==> src/rtl/match_seq_ctl.sv <==
// Match sequencer for one PONG game: serve delay, rally, point pause, game over.
// Pauses are counted in frames (frame_tick), and every output is registered.
module match_seq_ctl #(
  parameter int SCORE_W            = 4,
  parameter int WIN_SCORE          = 7,
  parameter int SERVE_DELAY_FRAMES = 60,
  parameter int POINT_PAUSE_FRAMES = 90
) (
  input  logic               clk,
  input  logic               rst,
  input  logic               frame_tick,
  input  logic               start,
  input  logic               abort,
  input  logic               point_l,
  input  logic               point_r,
  output logic [2:0]         state,
  output logic               ball_en,
  output logic               serve_req,
  output logic               serve_dir,
  output logic [SCORE_W-1:0] score_l,
  output logic [SCORE_W-1:0] score_r,
  output logic               game_over,
  output logic               winner
);

  typedef enum logic [2:0] {
    ST_IDLE        = 3'd0,
    ST_SERVE_WAIT  = 3'd1,
    ST_PLAY        = 3'd2,
    ST_POINT_PAUSE = 3'd3,
    ST_GAME_OVER   = 3'd4
  } state_e;

  localparam logic [7:0]         SERVE_LAST = 8'(SERVE_DELAY_FRAMES - 1);
  localparam logic [7:0]         PAUSE_LAST = 8'(POINT_PAUSE_FRAMES - 1);
  localparam logic [SCORE_W-1:0] WIN        = SCORE_W'(WIN_SCORE);

  state_e             state_q, state_d;
  logic [7:0]         cnt_q, cnt_d;
  logic [SCORE_W-1:0] score_l_q, score_l_d, score_r_q, score_r_d;
  logic               serve_dir_q, serve_dir_d;
  logic               winner_q, winner_d;
  logic               ball_en_q, ball_en_d;
  logic               serve_req_q, serve_req_d;
  logic               game_over_q, game_over_d;
  logic [SCORE_W-1:0] score_l_inc, score_r_inc;

  always_comb begin
    state_d     = state_q;
    cnt_d       = cnt_q;
    score_l_d   = score_l_q;
    score_r_d   = score_r_q;
    serve_dir_d = serve_dir_q;
    winner_d    = winner_q;
    score_l_inc = score_l_q + SCORE_W'(1);
    score_r_inc = score_r_q + SCORE_W'(1);

    if (abort) begin
      state_d     = ST_IDLE;
      cnt_d       = '0;
      score_l_d   = '0;
      score_r_d   = '0;
      serve_dir_d = 1'b0;
      winner_d    = 1'b0;
    end else begin
      case (state_q)
        ST_IDLE, ST_GAME_OVER: begin
          // A tick in the start cycle is not counted: the counter enters at zero.
          if (start) begin
            state_d     = ST_SERVE_WAIT;
            cnt_d       = '0;
            score_l_d   = '0;
            score_r_d   = '0;
            serve_dir_d = 1'b0;
          end
        end
        ST_SERVE_WAIT: begin
          if (frame_tick) begin
            if (cnt_q == SERVE_LAST) begin
              state_d = ST_PLAY;
              cnt_d   = '0;
            end else begin
              cnt_d = cnt_q + 8'd1;
            end
          end
        end
        ST_PLAY: begin
          // Simultaneous points are treated as a glitch and dropped.
          if (point_l && !point_r) begin
            score_l_d   = score_l_inc;
            serve_dir_d = 1'b1;
            cnt_d       = '0;
            if (score_l_inc == WIN) begin
              state_d  = ST_GAME_OVER;
              winner_d = 1'b0;
            end else begin
              state_d = ST_POINT_PAUSE;
            end
          end else if (point_r && !point_l) begin
            score_r_d   = score_r_inc;
            serve_dir_d = 1'b0;
            cnt_d       = '0;
            if (score_r_inc == WIN) begin
              state_d  = ST_GAME_OVER;
              winner_d = 1'b1;
            end else begin
              state_d = ST_POINT_PAUSE;
            end
          end
        end
        ST_POINT_PAUSE: begin
          if (frame_tick) begin
            if (cnt_q == PAUSE_LAST) begin
              state_d = ST_SERVE_WAIT;
              cnt_d   = '0;
            end else begin
              cnt_d = cnt_q + 8'd1;
            end
          end
        end
        default: begin
          state_d     = ST_IDLE;
          cnt_d       = '0;
          score_l_d   = '0;
          score_r_d   = '0;
          serve_dir_d = 1'b0;
          winner_d    = 1'b0;
        end
      endcase
    end

    ball_en_d   = (state_d == ST_PLAY);
    game_over_d = (state_d == ST_GAME_OVER);
    serve_req_d = (state_q == ST_SERVE_WAIT) && (state_d == ST_PLAY);
  end

  always_ff @(posedge clk) begin
    if (rst) begin
      state_q     <= ST_IDLE;
      cnt_q       <= '0;
      score_l_q   <= '0;
      score_r_q   <= '0;
      serve_dir_q <= 1'b0;
      winner_q    <= 1'b0;
      ball_en_q   <= 1'b0;
      serve_req_q <= 1'b0;
      game_over_q <= 1'b0;
    end else begin
      state_q     <= state_d;
      cnt_q       <= cnt_d;
      score_l_q   <= score_l_d;
      score_r_q   <= score_r_d;
      serve_dir_q <= serve_dir_d;
      winner_q    <= winner_d;
      ball_en_q   <= ball_en_d;
      serve_req_q <= serve_req_d;
      game_over_q <= game_over_d;
    end
  end

  assign state     = state_q;
  assign ball_en   = ball_en_q;
  assign serve_req = serve_req_q;
  assign serve_dir = serve_dir_q;
  assign score_l   = score_l_q;
  assign score_r   = score_r_q;
  assign game_over = game_over_q;
  assign winner    = winner_q;

endmodule

==> config.mk <==
export PLATFORM = sky130hd
export DESIGN_NAME = match_seq_ctl
export DESIGN_NICKNAME = d
export VERILOG_FILES = /design/src/rtl/match_seq_ctl.sv
export SDC_FILE = /design/constraint.sdc
export NUM_CORES = 1
export LEC_CHECK = 0
export ABC_AREA = 1
export CAP_MARGIN = 20
export CORE_UTILIZATION = 57
export CTS_CLUSTER_DIAMETER = 40
export DETAILED_ROUTE_END_ITERATION = 8
export HOLD_SLACK_MARGIN = 0.15
export PLACE_DENSITY = 0.82
export SYNTH_ARGS = -nofsm -noshare
export SYNTH_HDL_FRONTEND = slang
export SYNTH_SLANG_ARGS = --single-unit
==> constraint.sdc <==
create_clock -name clk -period 3 [get_ports clk]
set_clock_uncertainty 0.05 [all_clocks]
set_input_delay 0.3 -clock clk [delete_from_list [all_inputs] [get_ports clk]]
set_output_delay 0.3 -clock clk [all_outputs]
set_load 0.05 [all_outputs]
==> results of run 1 <==
==> final timing paths <==
| kind | cells past startpoint | to | start |
|---|---|---|---|
| max | 1 | state[1] | state[1] |
| min | 2 | winner | winner |
| max reg2reg | 11 | serve_req | score_r[0] |
| min reg2reg | 2 | winner | winner |
==> cell type report <==
| cell class | count | area [um^2] |
|---|---|---|
| timing repair buffer | 23 | 228 |
| fill | 171 | 541 |
| tap | 28 | 35.0 |
| clock buffer | 3 | 22.5 |
| multi-input combinational | 150 | 806 |
| clock inverter | 1 | 30.0 |
| inverter | 40 | 155 |
| sequential | 24 | 480 |
==> metal layers <==
metal  global-route usage (%)  up-vias  share of wire [%]
met4                     7.46        0                1.2
met1                     29.7      632                 46
met3                     5.51        4                4.2
li1                         -      727                  -
met5                        0        -                  0
met2                     45.1       34                 49
==> synthesized netlist by cell type <==
cell type	n	area (um^2)
or2_1	1	6.26
nor3b_2	1	12.5
a21oi_1	11	55.1
nor3_1	1	5.00
nand4_1	2	12.5
nor2_2	1	6.26
nand3_1	18	90.1
nor2_1	36	135
dfxtp_1	24	480
nand2_2	3	18.8
o211ai_2	1	12.5
and3_1	1	6.26
o21a_1	1	7.51
or2_2	1	6.26
inv_4	2	12.5
o21ai_1	2	10.0
inv_2	4	15.0
xor2_1	3	26.3
nand2_4	1	11.3
ha_1	8	100
nand2_1	42	158
nand3_4	2	35.0
a211oi_1	1	7.51
nor2_4	1	11.3
o22ai_1	1	6.26
a311oi_1	1	8.76
o21ai_0	8	40.0
o21ai_2	2	17.5
inv_1	34	128
==> sequential cells by signal, indices dropped and copies added, names as in the netlist <==
signal,cells
score_r,4
serve_req,1
cnt_q,8
state,3
winner,1
game_over,1
serve_dir,1
score_l,4
ball_en,1
==> where the power goes <==
part | internal (W) | switching [W]
clock | 0.000135 | 0.000104
combinational | 0.0000292 | 0.0000513
sequential | 0.000322 | 0.00000483
==> per-stage QoR <==
stage / worst slack (ns) / area, um^2 / total power, W
after floorplan: 1.21 / 1440 / 0.000387
after global placement: 1.10 / 1700 / 0.000412
after detailed placement: 1.07 / 1700 / 0.000414
after CTS: 1.00 / 1760 / 0.000648
after global routing: 0.953 / 1760 / 0.000669
final: 1.00 / 1760 / 0.000647
==> kinds of logic after synthesis <==
family,share of synthesized area (%)
adder cells (fa/ha/maj),6.94
AND/OR/NAND/NOR,35.7
XOR/XNOR,1.82
AO/OA/AOI/OAI,11.5
flip-flops,33.3
buffers and inverters,10.8
==> results.toml, run 1 <==
[die]
num_io_pins = 23
die_y_um = 52.3
core_um2 = 2300
die-width_um = 52.3
start_util_pct = 62.7
rows = 17
dieArea_um2 = 2730

[yosys]
netlist_area_um2 = 1440
syn_area_per_cell_um2 = 6.74
synth_cells = 214
synth_nets = 229
yosys_warnings = 0
synthDistinctLibCells = 29
synth-seq-area-share_pct = 33.3
yosys_register_bits = 24

[timing]
rsz0062_at_grt = "no"
tightest_slew_ns = 0.499
period_share_pct = 66.6
hold_ws_ns = 0.460
slew_viol_final = 0
finalHoldViolCount = 0
setup-tns-final_ns = 0
finalSetupViolations = 0
fmax_ghz = 0.501
max_slew_margin_pct = 66.6
fin_crit_ns = 2.00

[drt]
vias = 1397
drc_errors = 0
drt-initial-drc-count = 22
drtAntennaViolNets = 0
vias_per_cell = 5.19
drt_pre_antenna_iters = 4
drt-total-wl_um = 3110
wl_per_cell_um = 11.6

[worst_setup_path]
cp_max_fo = 5
max_stage_delay_ns = 0.85
critPathLaunchType = "flip-flop"
cp_data_arrival_time_ns = 1.65
cp-end-kind = "output pin"
rrSetupSlack_ns = 1.33
worstPathCellList = "clkdlybuf4s50_1"
crit_type = "reg2out"
critPathRequiredTime_ns = 2.65
critical_path_buf_inv_count = 1
crit_slowest_cell = "clkdlybuf4s50_1"
crit_family = "buffers and inverters"

[grt]
overflow = 0
grt_max_degree = 15
grt_pass1_vias = 1283
grt_antenna_before_repair = 0
grt_pass1_wl_um = 5200
grt_use_total_pct = 25.3

[power]
powerDensity_nw_per_um2 = 368
peakVddDrop_mv = 0.451
p_leak_nw = 0.713

[cts]
cts_setup_buffers = 0
clk_pin_slew_ns = 0.14
cts.sinks = 24
cts-root-buf = "clkbuf_4"
cts_buffers = 3
h-tree-depth = 1
cts_tree = "built"
cts_buffer_depth = 2
insertion_delay_ns = 0.32
ctsHoldBuffers = 0
ctsResizeCount = 0

[final_layout]
fin_util_pct = 76.5
syn_to_final_growth_pct = 21.9
layout-drive-gt1-share_pct = 9.96
mostFrequentLayoutCells = "42 x nand2_1, 36 x nor2_1, 34 x inv_1"
fin_nets = 257
n_antenna_cell = 0
layout_commonest_cell = "nand2_1"
stdcell_count = 269

[placement]
gp_congestion = 0.836
placedCellCount = 265
dp_hpwl_um = 2430
port_buffers = 22

[min_path]
hold_path.class = "reg2reg"

[outcome]
outcome = "finished clean"

[flow_run]
cap_viol_max_count = 0
No activity file was read; power rests on OpenSTA's default activity.
==> inputs of run 2 (changes only) <==
--- a/config.mk
+++ b/config.mk
@@ -7,11 +7,11 @@
 export LEC_CHECK = 0
 export ABC_AREA = 1
 export CAP_MARGIN = 20
-export CORE_UTILIZATION = 57
+export CORE_UTILIZATION = 53
 export CTS_CLUSTER_DIAMETER = 40
 export DETAILED_ROUTE_END_ITERATION = 8
 export HOLD_SLACK_MARGIN = 0.15
-export PLACE_DENSITY = 0.82
+export PLACE_DENSITY = 0.77
 export SYNTH_ARGS = -nofsm -noshare
 export SYNTH_HDL_FRONTEND = slang
 export SYNTH_SLANG_ARGS = --single-unit
==> constraint.sdc (replaced) <==
create_clock -name clk -period 1.97 [get_ports clk]
set_clock_uncertainty 0.05 [all_clocks]
set_input_delay 0.197 -clock clk [delete_from_list [all_inputs] [get_ports clk]]
set_output_delay 0.197 -clock clk [all_outputs]
set_load 0.05 [all_outputs]
==> run 2 against run 1 <==
  * Total power rose by 28%
  * Largest power group unchanged
  * Final area decreased by 1.6%
  * Critical endpoint unchanged
  * Highest routed layer unchanged
  * First-iteration DRC count grew 82%
  * Largest cell class unchanged
  * Critical path depth unchanged
  * Flip-flop and latch count did not move
  * Critical path type unchanged
  * Combinational power grew 53%
  * Via count is 1.6% lower
==> results.toml, run 2 (same netlist as run 1, synthesis figures left out) <==
[final_layout]
fin_util_pct = 68.6
largest_register_ffs = 8
multiInputGateArea_um2 = 806
layout-drive-gt1-share_pct = 9.58
regArea_um2 = 480
syn_to_final_growth_pct = 20.0
mostFrequentLayoutCells = "42 x nand2_1, 36 x nor2_1, 34 x inv_1"
fillers = 219
top_register = "cnt_q"
n_antenna_cell = 0
layout_commonest_cell = "nand2_1"
fin_nets = 257

[cts]
ctsResizeCount = 0
cts_tree = "built"
clk_pin_slew_ns = 0.12
cts-root-buf = "clkbuf_4"
cts.sinks = 24
insertion_delay_ns = 0.31
h-tree-depth = 1
cts_buffer_depth = 2
cts_setup_buffers = 0
cts_buffers = 3
ctsHoldBuffers = 0

[die]
dieArea_um2 = 2930
die-width_um = 54.2
start_util_pct = 57.1
core_um2 = 2520
die_y_um = 54.2
num_io_pins = 23
rows = 18

[power]
p_leak_nw = 0.699
totalPowerFinal_w = 0.000830
peakVddDrop_mv = 0.396
powerDensity_nw_per_um2 = 480

[worst_setup_path]
critPathLaunchType = "flip-flop"
crit_slowest_cell = "clkdlybuf4s50_1"
critPathRequiredTime_ns = 1.72
max_stage_delay_ns = 0.85
cp_max_fo = 5
crit_path_start = "state[1]"
cp_data_arrival_time_ns = 1.63
r2r_start = "score_l[1]"
worstPathCellList = "clkdlybuf4s50_1"
crit_type = "reg2out"
path_depth = 1
crit_family = "buffers and inverters"
reg2regPathDepth = 11
critical_path_buf_inv_count = 1
cp-end-kind = "output pin"

[min_path]
hold_path.class = "reg2reg"
worstHoldStart = "winner"
hold_depth = 2

[drt]
drt-total-wl_um = 3000
drtAntennaViolNets = 0
vias = 1374
drt_pre_antenna_iters = 5
drt-initial-drc-count = 40
vias_per_cell = 5.09
drc_errors = 0
wl_per_cell_um = 11.1

[timing]
setup-tns-final_ns = 0
fmax_ghz = 0.532
slew_viol_final = 0
finalHoldViolCount = 0
rsz0062_at_grt = "no"
finalSetupViolations = 0
fin_crit_ns = 1.88
tightest_slew_ns = 0.502
max_slew_margin_pct = 66.4
period_share_pct = 95.3

[grt]
grt_antenna_before_repair = 0
overflow = 0
grt_pass1_vias = 1184
grt_pass1_wl_um = 4840
grt_max_degree = 13
grt_use_total_pct = 23.0

[outcome]
outcome = "finished clean"

[placement]
port_buffers = 22
gp_congestion = 0.808
dp_hpwl_um = 2380

[flow_run]
cap_viol_max_count = 0
[run 2: changes by cell type in the layout (fill, tap and decap cells not counted)]
cell	before	now
bufinv_16	1	0
[run 2: per-layer routing]
layer | up-vias | global-route usage (%) | share of wire, %
met5 | - | 0 | 0
met1 | 600 | 29.1 | 49
met4 | 0 | 7.69 | 1.5
met2 | 39 | 39.4 | 46
met3 | 5 | 3.39 | 3.5
li1 | 730 | - | -
[run 2: through the flow]
step | std cells | setup slack (ns) | hold WS [ns] | cell area (um^2)
after floorplan | 214 | 0.177 | 0.219 | 1440
after global placement | 267 | 0.158 | 0.402 | 1710
after detailed placement | 267 | 0.105 | 0.404 | 1710
after CTS | 270 | 0.0767 | 0.425 | 1730
after global routing | 270 | 0.0285 | 0.463 | 1730
final | 270 | 0.0916 | 0.425 | 1730
[run 2: power breakdown]
part | switching (W) | internal [W]
registers | 0.00000697 | 0.000491
clock network | 0.000138 | 0.0000715
logic | 0.0000786 | 0.0000444
[run 2: path summary, 6_finish.rpt]
path                     to  slack (ns)
hold / removal       winner        0.42
hold reg to reg      winner        0.42
setup reg to reg  serve_req        0.30
setup / recovery   state[1]        0.09
[run 2: area by class of cell]
cell class                      count  area share, %
Timing Repair Buffer               23           13.2
Inverter                           40           8.97
Clock buffer                        3           1.30
Sequential cell                    24           27.8
Tap cell                           30           2.17
Multi-Input combinational cell    150           46.6
